===== src/rtl/conv_pkg.sv =====
// Shared types and sizing helpers for the conv input-stream sequencer.
// Optional stall counter in conv_feed_ctrl is enabled by CONV_FEED_STALL_CNT_EN.
package conv_pkg;

  typedef enum logic [2:0] {
    ST_IDLE,
    ST_LOAD_W,
    ST_FEED,
    ST_DRAIN,
    ST_DONE
  } conv_state_e;

  // Index width for a KK-entry weight bank; a single-entry bank still needs one bit.
  function automatic int unsigned idx_width(input int unsigned kk);
    return (kk > 1) ? $clog2(kk) : 1;
  endfunction

  localparam int unsigned KSIZE_DEF  = 3;
  localparam int unsigned KK_DEF     = KSIZE_DEF * KSIZE_DEF;
  localparam int unsigned KK_IDX_DEF = idx_width(KK_DEF);

endpackage


===== src/rtl/conv_feed_ctrl_if.sv =====
// AXI-Stream style input beat bus feeding conv_feed_ctrl.
interface conv_feed_ctrl_if #(
  parameter int unsigned DATA_BW = 8
);

  logic                      i_s_valid;
  logic                      o_s_ready;
  logic signed [DATA_BW-1:0] i_s_data;

  modport master (
    output i_s_valid,
    output i_s_data,
    input  o_s_ready
  );

  modport slave (
    input  i_s_valid,
    input  i_s_data,
    output o_s_ready
  );

endinterface


===== src/rtl/conv_pos_cnt.sv =====
// Row/column raster counter: column wraps at width-1 and bumps the row.
module conv_pos_cnt #(
  parameter int unsigned DIM_BW = 8
) (
  input  logic              clk,
  input  logic              rst_n,
  input  logic              i_clr,
  input  logic              i_en,
  input  logic [DIM_BW-1:0] i_w,
  input  logic [DIM_BW-1:0] i_h,
  output logic [DIM_BW-1:0] o_row,
  output logic [DIM_BW-1:0] o_col,
  output logic              o_wrap,
  output logic              o_last
);

  logic [DIM_BW-1:0] r_row;
  logic [DIM_BW-1:0] r_col;

  assign o_row  = r_row;
  assign o_col  = r_col;
  assign o_wrap = (r_col == i_w - DIM_BW'(1));
  // Row-level only; combined with o_wrap it marks the final pixel.
  assign o_last = (r_row == i_h - DIM_BW'(1));

  always_ff @(posedge clk or negedge rst_n) begin
    if (!rst_n) begin
      r_row <= '0;
      r_col <= '0;
    end else if (i_clr) begin
      r_row <= '0;
      r_col <= '0;
    end else if (i_en) begin
      if (o_wrap) begin
        r_col <= '0;
        r_row <= r_row + DIM_BW'(1);
      end else begin
        r_col <= r_col + DIM_BW'(1);
      end
    end
  end

endmodule


===== src/rtl/conv_feed_ctrl.sv =====
// Conv input sequencer: routes KSIZE*KSIZE weight beats, then img_w*img_h pixels.
// Define CONV_FEED_STALL_CNT_EN to add the o_stall_cnt valid-gap counter.
module conv_feed_ctrl
  import conv_pkg::*;
#(
  parameter int unsigned DATA_BW = 8,
  parameter int unsigned DIM_BW  = 8,
  parameter int unsigned KSIZE   = 3
) (
  input  logic                                  clk,
  input  logic                                  rst_n,
  input  logic                                  i_start,
  input  logic [DIM_BW-1:0]                     i_img_w,
  input  logic [DIM_BW-1:0]                     i_img_h,
  output logic                                  o_busy,
  output logic                                  o_done,
  conv_feed_ctrl_if.slave                       s_if,
  output logic                                  o_w_we,
  output logic [idx_width(KSIZE*KSIZE)-1:0]     o_w_idx,
  output logic signed [DATA_BW-1:0]             o_w_data,
  output logic                                  o_px_valid,
  output logic [DIM_BW-1:0]                     o_row,
  output logic [DIM_BW-1:0]                     o_col,
  output logic                                  o_win_valid,
  output logic                                  o_last
`ifdef CONV_FEED_STALL_CNT_EN
  ,
  output logic [31:0]                           o_stall_cnt
`endif
);

  localparam int unsigned KK_L  = KSIZE * KSIZE;
  localparam int unsigned IDX_W = idx_width(KK_L);
  localparam logic [IDX_W-1:0]  LAST_IDX = IDX_W'(KK_L - 1);
  localparam logic [DIM_BW-1:0] WIN_MIN  = DIM_BW'(KSIZE - 1);

  conv_state_e               r_state;
  logic [DIM_BW-1:0]         r_img_w;
  logic [DIM_BW-1:0]         r_img_h;
  logic [IDX_W-1:0]          r_wcnt;
  logic                      r_busy;
  logic                      r_done;
  logic                      r_w_we;
  logic [IDX_W-1:0]          r_w_idx;
  logic signed [DATA_BW-1:0] r_w_data;
  logic                      r_px_valid;
  logic [DIM_BW-1:0]         r_row;
  logic [DIM_BW-1:0]         r_col;
  logic                      r_win_valid;
  logic                      r_last;

  logic                      w_hs;
  logic                      w_start_acc;
  logic                      w_pos_en;
  logic [DIM_BW-1:0]         w_cnt_row;
  logic [DIM_BW-1:0]         w_cnt_col;
  logic                      w_cnt_wrap;
  logic                      w_cnt_row_last;
  logic                      w_final_px;

  assign s_if.o_s_ready = (r_state == ST_LOAD_W) || (r_state == ST_FEED);
  assign w_hs           = s_if.i_s_valid && s_if.o_s_ready;
  assign w_start_acc    = (r_state == ST_IDLE) && i_start;
  assign w_pos_en       = (r_state == ST_FEED) && w_hs;
  assign w_final_px     = w_cnt_wrap && w_cnt_row_last;

  conv_pos_cnt #(
    .DIM_BW (DIM_BW)
  ) u_pos_cnt (
    .clk    (clk),
    .rst_n  (rst_n),
    .i_clr  (w_start_acc),
    .i_en   (w_pos_en),
    .i_w    (r_img_w),
    .i_h    (r_img_h),
    .o_row  (w_cnt_row),
    .o_col  (w_cnt_col),
    .o_wrap (w_cnt_wrap),
    .o_last (w_cnt_row_last)
  );

  always_ff @(posedge clk or negedge rst_n) begin
    if (!rst_n) begin
      r_state     <= ST_IDLE;
      r_img_w     <= '0;
      r_img_h     <= '0;
      r_wcnt      <= '0;
      r_busy      <= 1'b0;
      r_done      <= 1'b0;
      r_w_we      <= 1'b0;
      r_w_idx     <= '0;
      r_w_data    <= '0;
      r_px_valid  <= 1'b0;
      r_row       <= '0;
      r_col       <= '0;
      r_win_valid <= 1'b0;
      r_last      <= 1'b0;
    end else begin
      r_w_we      <= 1'b0;
      r_px_valid  <= 1'b0;
      r_win_valid <= 1'b0;
      r_last      <= 1'b0;
      r_done      <= 1'b0;
      case (r_state)
        ST_IDLE: begin
          if (i_start) begin
            r_img_w <= i_img_w;
            r_img_h <= i_img_h;
            r_wcnt  <= '0;
            // Empty image: skip straight to completion without touching the stream.
            if ((i_img_w == '0) || (i_img_h == '0)) begin
              r_state <= ST_DONE;
              r_done  <= 1'b1;
            end else begin
              r_state <= ST_LOAD_W;
              r_busy  <= 1'b1;
            end
          end
        end
        ST_LOAD_W: begin
          if (w_hs) begin
            r_w_we   <= 1'b1;
            r_w_idx  <= r_wcnt;
            r_w_data <= s_if.i_s_data;
            r_wcnt   <= r_wcnt + IDX_W'(1);
            if (r_wcnt == LAST_IDX) begin
              r_state <= ST_FEED;
            end
          end
        end
        ST_FEED: begin
          if (w_hs) begin
            r_px_valid  <= 1'b1;
            r_row       <= w_cnt_row;
            r_col       <= w_cnt_col;
            r_win_valid <= (w_cnt_row >= WIN_MIN) && (w_cnt_col >= WIN_MIN);
            r_last      <= w_final_px;
            if (w_final_px) begin
              r_state <= ST_DRAIN;
            end
          end
        end
        ST_DRAIN: begin
          r_state <= ST_DONE;
          r_busy  <= 1'b0;
          r_done  <= 1'b1;
        end
        ST_DONE: begin
          r_state <= ST_IDLE;
        end
        default: begin
          r_state <= ST_IDLE;
          r_busy  <= 1'b0;
        end
      endcase
    end
  end

`ifdef CONV_FEED_STALL_CNT_EN
  logic [31:0] r_stall_cnt;

  always_ff @(posedge clk or negedge rst_n) begin
    if (!rst_n) begin
      r_stall_cnt <= '0;
    end else if (w_start_acc) begin
      r_stall_cnt <= '0;
    end else if (s_if.o_s_ready && !s_if.i_s_valid && (r_stall_cnt != '1)) begin
      r_stall_cnt <= r_stall_cnt + 32'd1;
    end
  end

  assign o_stall_cnt = r_stall_cnt;
`endif

  assign o_busy      = r_busy;
  assign o_done      = r_done;
  assign o_w_we      = r_w_we;
  assign o_w_idx     = r_w_idx;
  assign o_w_data    = r_w_data;
  assign o_px_valid  = r_px_valid;
  assign o_row       = r_row;
  assign o_col       = r_col;
  assign o_win_valid = r_win_valid;
  assign o_last      = r_last;

endmodule


===== src/flat_wrapper.sv =====
// flat-port wrapper written by rule: the top's interface ports become plain ports
module conv_feed_ctrl_flat import conv_pkg::*;
#(
  parameter int unsigned DATA_BW = 8,
  parameter int unsigned DIM_BW  = 8,
  parameter int unsigned KSIZE   = 3
)
  (clk, rst_n, i_start, i_img_w, i_img_h, o_busy, o_done, o_w_we, o_w_idx, o_w_data, o_px_valid, o_row, o_col, o_win_valid, o_last, s_if_i_s_valid, s_if_i_s_data, s_if_o_s_ready);
  conv_feed_ctrl_if #(.DATA_BW(DATA_BW)) s_if_i ();
  input  logic clk;
  input  logic rst_n;
  input  logic i_start;
  input  logic [DIM_BW-1:0] i_img_w;
  input  logic [DIM_BW-1:0] i_img_h;
  output logic o_busy;
  output logic o_done;
  output logic o_w_we;
  output logic [idx_width(KSIZE*KSIZE)-1:0] o_w_idx;
  output logic signed [DATA_BW-1:0] o_w_data;
  output logic o_px_valid;
  output logic [DIM_BW-1:0] o_row;
  output logic [DIM_BW-1:0] o_col;
  output logic o_win_valid;
  output logic o_last;
  input wire logic [$bits(s_if_i.i_s_valid)-1:0] s_if_i_s_valid;
  input wire logic [$bits(s_if_i.i_s_data)-1:0] s_if_i_s_data;
  output wire logic [$bits(s_if_i.o_s_ready)-1:0] s_if_o_s_ready;
  assign s_if_i.i_s_valid = s_if_i_s_valid;
  assign s_if_i.i_s_data = s_if_i_s_data;
  assign s_if_o_s_ready = s_if_i.o_s_ready;
  conv_feed_ctrl #(.DATA_BW(DATA_BW), .DIM_BW(DIM_BW), .KSIZE(KSIZE)) u_core (.clk(clk), .rst_n(rst_n), .i_start(i_start), .i_img_w(i_img_w), .i_img_h(i_img_h), .o_busy(o_busy), .o_done(o_done), .s_if(s_if_i), .o_w_we(o_w_we), .o_w_idx(o_w_idx), .o_w_data(o_w_data), .o_px_valid(o_px_valid), .o_row(o_row), .o_col(o_col), .o_win_valid(o_win_valid), .o_last(o_last));
endmodule

===== config.mk =====
export PLATFORM = sky130hd
export DESIGN_NAME = conv_feed_ctrl_flat
export DESIGN_NICKNAME = d
export VERILOG_FILES = /design/src/rtl/conv_pkg.sv /design/src/rtl/conv_feed_ctrl_if.sv /design/src/rtl/conv_pos_cnt.sv /design/src/rtl/conv_feed_ctrl.sv /design/src/flat_wrapper.sv
export SDC_FILE = /design/constraint.sdc
export NUM_CORES = 1
export LEC_CHECK = 0
export ABC_CLOCK_PERIOD_IN_PS = 3500
export CAP_MARGIN = 20
export CORE_UTILIZATION = 28
export CTS_CLUSTER_SIZE = 40
export DETAILED_ROUTE_END_ITERATION = 10
export SKIP_CTS_REPAIR_TIMING = 1
export SLEW_MARGIN = 20
export SYNTH_ARGS = -nofsm -noshare
export SYNTH_HDL_FRONTEND = slang
export SYNTH_HIERARCHICAL = 1
export SYNTH_SLANG_ARGS = --single-unit
export TNS_END_PERCENT = 1

===== constraint.sdc =====
create_clock -name clk -period 3.5 [get_ports clk]
set_input_delay 0.35 -clock clk [delete_from_list [all_inputs] [get_ports clk]]
set_output_delay 0.35 -clock clk [all_outputs]
set_load 0.05 [all_outputs]

## After elaboration in Yosys (flattened, before gate mapping)

Index checks and enable logic that the tools add are counted.

| operators by class | value |
|---|---|
| add/subtract/negate cells | 5 |
| multiply operators | 0 |
| div/mod/pow operators | 0 |
| order comparisons | 2 |
| equal/unequal tests | 13 |
| shifts and indexed selects | 0 |
| muxes and demuxes | 29 |
| bitwise operators | 1 |
| reductions and logical operators | 21 |

Operators with widths:

| cell | number |
|---|---|
| $mux 8 | 6 |
| $mux 3 | 6 |
| $add 8x1->8 const B | 2 |
| $eq 8x8->1 | 2 |
| $ge 8x2->1 const B | 2 |
| $logic_not 8->1 | 2 |
| $sub 8x1->8 const B | 2 |
| $pmux 3 s4 | 1 |
| $mux 1 | 11 |
| $mux 4 | 2 |
| $pmux 4 s2 | 1 |
| $reduce_and 2->1 | 4 |
| $eq 3x2->1 const B | 2 |
| $ne 2x1->1 const B | 3 |
| $ne 2x2->1 const B | 3 |
| $reduce_and 3->1 | 2 |
| $reduce_bool 2->1 | 3 |
| $logic_and 1x1->1 | 5 |
| $reduce_and 5->1 | 1 |
| $add 4x1->4 const B | 1 |
| $eq 4x4->1 const B | 1 |
| $pmux 1 s2 | 2 |
| $eq 3x1->1 const B | 1 |
| $eq 3x3->1 const B | 1 |
| other kinds (4) | 5 |

| word-level totals | value |
|---|---|
| flip-flop bits (word level) | 73 |
| latch bits | 0 |
| bits in writable memories | 0 |
| memory bits (read-only) | 0 |
| input bits | 28 |
| word-level logic and storage cells | 87 |
| memories kept | 0 |

## Logic depth before layout (Yosys ltp)

Gate-level depths: netlist of the first run.

| depth | value |
|---|---|
| depth after elaboration | 6 |
| mapped depth | 11 |
| depth with buffers taken out | 10 |

## Modules after synthesis

Netlist of the first run, hierarchy kept.

Modules (own cells, without submodules):

| module | instances | cells each | area each (um2) |
|---|---|---|---|
| conv_feed_ctrl | 1 | 163 | 2384.8 |
| conv_pos_cnt | 1 | 161 | 1347.5 |

## Worst setup path before layout of the first run

OpenSTA, ideal clock, no wires.

| timing | value |
|---|---|
| path type | register -> register |
| start point | register u_core.r_img_w[0] |
| end point | register u_core.u_pos_cnt.r_row[2], in the netlist u_core/u_pos_cnt/o_row[2] |
| setup time | 78 ps |
| data arrival time | 2681 ps |
| required time | 3422 ps |
| path slack | 741 ps |
| stages on the path, launching flop included | 10 |
| period minus slack after synthesis | 2759 ps |
| path through | dfrtp_1 inv_1 ha_1 or3b_4 or4_4 a2111oi_4 o2111ai_2 buf_6 or3_1 a21oi_1 |

| on the way | value |
|---|---|
| word-level cells in the longest chain between the ends | 4 |

Ends and longest elaborated chain:

| what | RTL line | source |
|---|---|---|
| start, declared | conv_feed_ctrl.sv:38 | `logic [DIM_BW-1:0] r_img_w;` |
| start signal, assigned | conv_feed_ctrl.sv:107 | `r_img_w <= i_img_w;` |
| $sub 8x1->8 | conv_pos_cnt.sv:22 | `assign o_wrap = (r_col == i_w - DIM_BW'(1));` |
| $eq 8x8->1 | conv_pos_cnt.sv:22 |  |
| $reduce_bool 2->1 (no line) | n/a |  |
| $reduce_and 2->1 (no line) | n/a |  |
| end signal, assigned | conv_pos_cnt.sv:36 | `r_row <= r_row + DIM_BW'(1);` |
| end, declared | conv_pos_cnt.sv:17 | `logic [DIM_BW-1:0] r_row;` |

Every way passes these cells.
A chain may end at the register's enable or synchronous reset.

## Final worst setup path of the first run

| timing | value |
|---|---|
| start point | register u_core.r_img_w[0] |
| end point | register u_core.r_state[0] |

| on the way | value |
|---|---|
| word-level cells in the longest chain between the ends | 5 |

Ends and longest elaborated chain:

| what | RTL line | source |
|---|---|---|
| $sub 8x1->8 | conv_pos_cnt.sv:22 |  |
| $eq 8x8->1 | conv_pos_cnt.sv:22 |  |
| via u_core.w_cnt_wrap | conv_feed_ctrl.sv:57 | `logic w_cnt_wrap;` |
| $logic_and 1x1->1 | conv_feed_ctrl.sv:65 | `assign w_final_px = w_cnt_wrap && w_cnt_row_last;` |
| $ne 2x1->1 (no line) | n/a |  |
| $reduce_and 5->1 (no line) | n/a |  |
| end signal, assigned | conv_feed_ctrl.sv:84 | `r_state <= ST_IDLE;` |
| end signal, assigned | conv_feed_ctrl.sv:112 | `r_state <= ST_DONE;` |
| end signal, assigned | conv_feed_ctrl.sv:115 | `r_state <= ST_LOAD_W;` |
| end, declared | conv_feed_ctrl.sv:37 | `conv_state_e r_state;` |

The timed path passes the listed nets, and every way through them passes these cells.

==> run metrics, run 1 <==
outcome complete, no violations; CTS clock-pin slew for the worst setup and hold paths 60 ps; H-tree Lvls 3; syn avg cell area 11.5 um^2; RR Endpoint u_core/r_state[0]; share of cells above drive strength 1 between 10% and 20%; clock skew approximately 6.5 ps; Hold Vio Cnt, Final 0; synth top area cells dfrtp_1 (49%), mux2_2 (14%), xnor2_1 (2.6%), nand2_1 (2.4%), xor2_1 (2.3%); Yosys cell types 65; Post-synth EDFFs 0; Nets 420; largest net degree at the start of global routing 74; Place WS ~430 ps; CP max-delay cell or4_2; crit path cell chain or4_2, o221ai_1, or3b_1, o211ai_1, inv_1, and3_1, a31oi_1, o21ai_1; die span in y approximately 120 um; RSZ-0062 raised after global routing no; power share of the clock group 26.2%; top-area cell type share of the netlist area 48.9%; DPL Wire Length 5.71 mm; die area 13800 um^2; Starting DRT DRC Count 163; Tot GR Track Use 12.9%; worst-case reg-to-reg path depth 8; kind of critical path flop to flop; CORE AREA ~13000 um^2; die width 117 um; worst slew pin tran 920 ps; synthesized net count 358; Sw Ratio 36.4%; leakage 1.99 nW; Max Cap Viol 0; antenna cell count 0; internal cell power 2.13 mW; Cell Rows between 40 and 50; startpoint types flop; CP bufs+invs 1; Core Util, Final between 30% and 40%; PD cells around 700 nW/um^2; peak supply drop 0.496 mV; antenna-violating nets left 0; proportion of power drawn by combinational gates approximately 36%; Setup WS post-layout 393 ps; clock root buffer clkbuf_16; cell family with most CP delay simple AND/OR/NAND/NOR gates; first-pass GRT wire length 14.1 mm; # setup viols final 0; synth warn 6; Avg WL per Cell roughly 15 um; Reg2Reg Setup Slack 390 ps; Worst path max stage delay around 720 ps; FF-to-FF Start u_core/r_img_w[0]; register area share after synthesis 48.9%; Filler cells 1303; area of the mapped netlist 3730 um^2; Ports 63; Longest Clk Path Bufs 2; drt total wl 8.17 mm; worst rel slew slack 38.6%; crit path time final slightly above 3000 ps; IO buf count 62; HP Class input pin to asynchronous set/reset pin; most frequent cell after synthesis dfrtp_1; largest area contributor in the netlist dfrtp_1; CTS tree done; WP data required 3720 ps; Synth Register Bits 73; Starting Density 29.1%; # DRC 0; GP Congestion about 0.8; period utilization 88.8%; CTS buffer count 9; Worst Setup End Kind flop; routed via count 2676; setup TNS 0 ps; CTS Sinks 73; TritonRoute pass-1 iters 4; Area Overhead vs Synth 27.3%; non-filler instance count after layout 562; initial antenna violation count 0; clk_lat worst skew 330 ps; top cells by count, synth dfrtp_1 (73), mux2_2 (45), nand2_1 (24); Cells after DPL 547; vias in the first global route 2763; Flop pwr share between 30% and 40%; Crit Path Max Fanout 11; grt ovf 0; Max Fclk between 0.3 and 0.4 GHz; post-synthesis cell count approximately 320; Main synth FF type dfrtp_1; CP Data Arrival Time ~3300 ps; post-DR vias/cell between 4 and 5; Psw 1.22 mW; Async SR Flop Fraction 100%; Slew Viols, Final 0
==> layout by cell type (no fill, tap or decap), types with 4 or more instances in the layout <==
cell	Yosys	final
clkdlybuf4s50_1	0	61
mux2_2	45	45
a31oi_1	5	5
a21oi_1	11	11
nor3_1	9	9
xor2_1	10	10
ha_1	6	6
dfrtp_1	73	73
nand3_1	9	9
o21ai_0	8	8
nor4_1	6	6
buf_4	3	4
nand2_1	24	24
nand4_1	4	4
inv_1	11	11
nor2_1	14	14
clkbuf_16	0	9
xnor2_1	11	11
or3_1	7	7
==> state kept, by name, indices dropped and copies added, names as in the netlist <==
signal	cells
u_core/o_col	8
u_core/o_last	1
u_core/o_row	8
u_core/o_busy	1
u_core/o_w_data	8
u_core/o_win_valid	1
u_core/u_pos_cnt/o_row	8
u_core/u_pos_cnt/o_col	8
u_core/r_state	3
u_core/o_px_valid	1
u_core/r_img_w	8
u_core/r_img_h	8
u_core/o_done	1
u_core/o_w_idx	4
u_core/r_wcnt	4
u_core/o_w_we	1
==> area by class of cell <==
class	count	area [um^2]	share of cell area, %
clock buffer	11	233	4.90
tap	172	215	4.53
clock inverter	4	45.0	0.948
timing repair buffer	65	641	13.5
inverter	12	45.0	0.948
sequential	73	1830	38.4
multi-input combinational	225	1750	36.8
==> kinds of logic (layout without fill, tap and decap cells) <==
group           Yosys count  in the layout  synth area share (%)
compound gates           47             47                  9.32
xor+xnor                 21             21                  4.93
fa+ha+maj                 6              6                  2.01
buf+inv                  26             92                  4.26
flops                    73             73                  48.9
mux                      48             48                  14.4
simple gates            103            103                  16.2
==> metrics by stage <==
stage                     power (mW)  hold slack [ps]  area (um^2)
after floorplan                 2.16             54.4         3730
after global placement          2.45              490         4470
after detailed placement        2.50              495         4470
after CTS                       3.40              196         4750
after global routing            3.56              220         4750
final                           3.35              145         4750
==> power groups by stage <==
stage / clock, mW / combinational, mW / sequential (mW)
global placement: 0 / 1.17 / 1.28
CTS: 0.910 / 1.20 / 1.28
detailed placement: 0 / 1.20 / 1.30
global route: 0.950 / 1.29 / 1.33
finish: 0.879 / 1.19 / 1.28
floorplan: 0 / 0.718 / 1.44
==> layer usage <==
metal | GRT usage, % | wire length (um) | vias to the layer above
li1 | - | - | 1293
met1 | 17.1 | 3900 | 1314
met2 | 19.6 | 3840 | 61
met3 | 4.02 | 341 | 8
met4 | 5.05 | 93 | 0
met5 | 0 | 0 | -
==> worst max-delay path by stage <==
stage	slack, ps	cells past startpoint	start	end
global route	220	8	u_core/r_img_w[0]	u_core/r_state[0]
global placement	510	8	u_core/r_img_w[0]	u_core/r_state[0]
floorplan	740	9	u_core/r_img_w[0]	u_core/u_pos_cnt/o_row[2]
detailed placement	430	8	u_core/r_img_w[0]	u_core/r_state[0]
finish	390	8	u_core/r_img_w[0]	u_core/r_state[0]
CTS	400	8	u_core/r_img_w[0]	u_core/r_state[0]
(Power assumes the default switching activity.)
==> inputs of run 2 (changes only) <==
==> constraint.sdc (replaced) <==
create_clock -name clk -period 3.5 [get_ports clk]
set_input_delay 0.7 -clock clk [delete_from_list [all_inputs] [get_ports clk]]
set_output_delay 0.7 -clock clk [all_outputs]
set_load 0.05 [all_outputs]
==> run metrics, run 2 (same netlist as run 1, synthesis figures left out) <==
Cell Rows 41; Worst Setup End Kind flop; RSZ-0062 raised after global routing no; peak supply drop 0.526 mV; Reg2Reg Setup Slack 410 ps; GR met3 Demand/Resource under 10%; Max Fclk 0.323 GHz; grt met1 use 16.9%; Ports 63; Avg WL per Cell 14.6 um; CTS Sinks 73; IO buf count between 60 and 70; crit path time final 3090 ps; worst rel slew slack approximately two fifths; clock root buffer clkbuf_16; CTS tree done; most frequent cells in the layout dfrtp_1 (73), clkdlybuf4s50_1 (61), mux2_2 (45), nand2_1 (24), nor2_1 (14); Longest Clk Path Bufs 2; die width 117 um; PD cells ~700 nW/um^2; first-pass GRT wire length around 14 mm; WP data required 3760 ps; worst slew pin tran roughly 920 ps; # DRC 0; CP Data Arrival Time 3350 ps; # setup viols final 0; Cells after DPL 548; initial antenna violation count 0; vias in the first global route 2739; leakage 2.00 nW; GP Congestion 0.792; Nets approximately 420; grt ovf 0; clk_lat worst skew 340 ps; Starting DRT DRC Count 150; CORE AREA 12800 um^2; CTS buffer count 9; TritonRoute pass-1 iters 4; share of cells above drive strength 1 between 10% and 20%; period utilization 88.4%; worst hold slack approximately 500 ps; Filler cells between 1000 and 1500; Hold Vio Cnt, Final 0; routed via count 2718; kind of critical path flop to flop; setup TNS 0 ps; Max Cap Viol 0; Sequential cell area 1830 um^2; Area Overhead vs Synth 27.7%; met2 usage 19.1%; area of the multi-input gates between 1500 and 2000 um^2; H-tree Lvls 3; HP Class flop to flop; die span in y 117 um; drt total wl 8.20 mm; CTS clock-pin slew for the worst setup and hold paths 50 ps; non-filler instance count after layout around 560; Tot GR Track Use 12.7%; Slew Viols, Final 0; Starting Density 29.1%; clock skew 4.98 ps; DPL Wire Length 5.78 mm; die area 13800 um^2; outcome complete, no violations; GRT busiest layer met2; antenna cell count 0; largest net degree at the start of global routing 74; startpoint types flop; post-DR vias/cell 4.83; antenna-violating nets left 0; commonest non-fill, non-tap cell in the layout dfrtp_1; Crit Path Max Fanout 14
==> run 2: through the flow <==
stage               total power [mW]  instance area (um^2)  setup slack, ps  utilization, %
floorplan                       2.16                  3730              741               -
global placement                2.46                  4480              518            34.9
detailed placement              2.50                  4480              394            34.9
CTS                             3.40                  4760              402            37.2
global route                    3.55                  4760              197            37.2
finish                          3.35                  4760              405            37.2
==> run 2: layout make-up <==
| cell class | count | share of cell area, % |
|---|---|---|
| Clock buffer | 13 | 5.67 |
| Timing Repair Buffer | 66 | 13.6 |
| Inverter | 12 | 0.945 |
| Multi-Input combinational cell | 225 | 36.7 |
| Sequential cell | 73 | 38.3 |
| Tap cell | 172 | 4.52 |
| Clock inverter | 2 | 0.263 |
==> run 2: where the power goes <==
group          internal (mW)  leakage [nW]  switching, mW
registers               1.04         0.944          0.239
logic                  0.553         0.916          0.645
clock network          0.533         0.138          0.338
total                   2.12          2.00           1.22
==> run 2: worst max-delay path: stages (launching register included) <==
cell	delay [ps]
dfrtp_1	420
inv_1	80
ha_1	190
or3b_4	400
or4_4	500
a2111oi_4	400
o2111ai_2	410
or3_1	460
a21oi_1	150
==> run 2: worst paths after layout <==
path,start,endpoint,cells past startpoint
setup / recovery,u_core/r_img_w[0],u_core/u_pos_cnt/o_row[3],8
hold / removal,u_core/o_row[0],u_core/o_row[0],1
setup reg to reg,u_core/r_img_w[0],u_core/u_pos_cnt/o_row[3],8
hold reg to reg,u_core/o_row[0],u_core/o_row[0],1
max in group asynchronous,rst_n,u_core/r_state[1],1
min in group asynchronous,rst_n,u_core/o_px_valid,1
==> run 2: metal layers <==
layer | wire [um] | vias up | share of wire [%]
met2 | 3800 | 58 | 46
met1 | 3920 | 1342 | 48
li1 | - | 1306 | -
met5 | 0 | - | 0
met4 | 169 | 0 | 2.1
met3 | 306 | 12 | 3.7
==> inputs of run 3 (changes only) <==
--- a/config.mk
+++ b/config.mk
@@ -11,7 +11,7 @@
 export CTS_CLUSTER_SIZE = 40
 export DETAILED_ROUTE_END_ITERATION = 10
 export SKIP_CTS_REPAIR_TIMING = 1
-export SLEW_MARGIN = 20
+export SKIP_LAST_GASP = 1
 export SYNTH_ARGS = -nofsm -noshare
 export SYNTH_HDL_FRONTEND = slang
 export SYNTH_HIERARCHICAL = 1
==> results of run 3 <==
The final DEF is identical to that of run 2; final timing and power are the same.
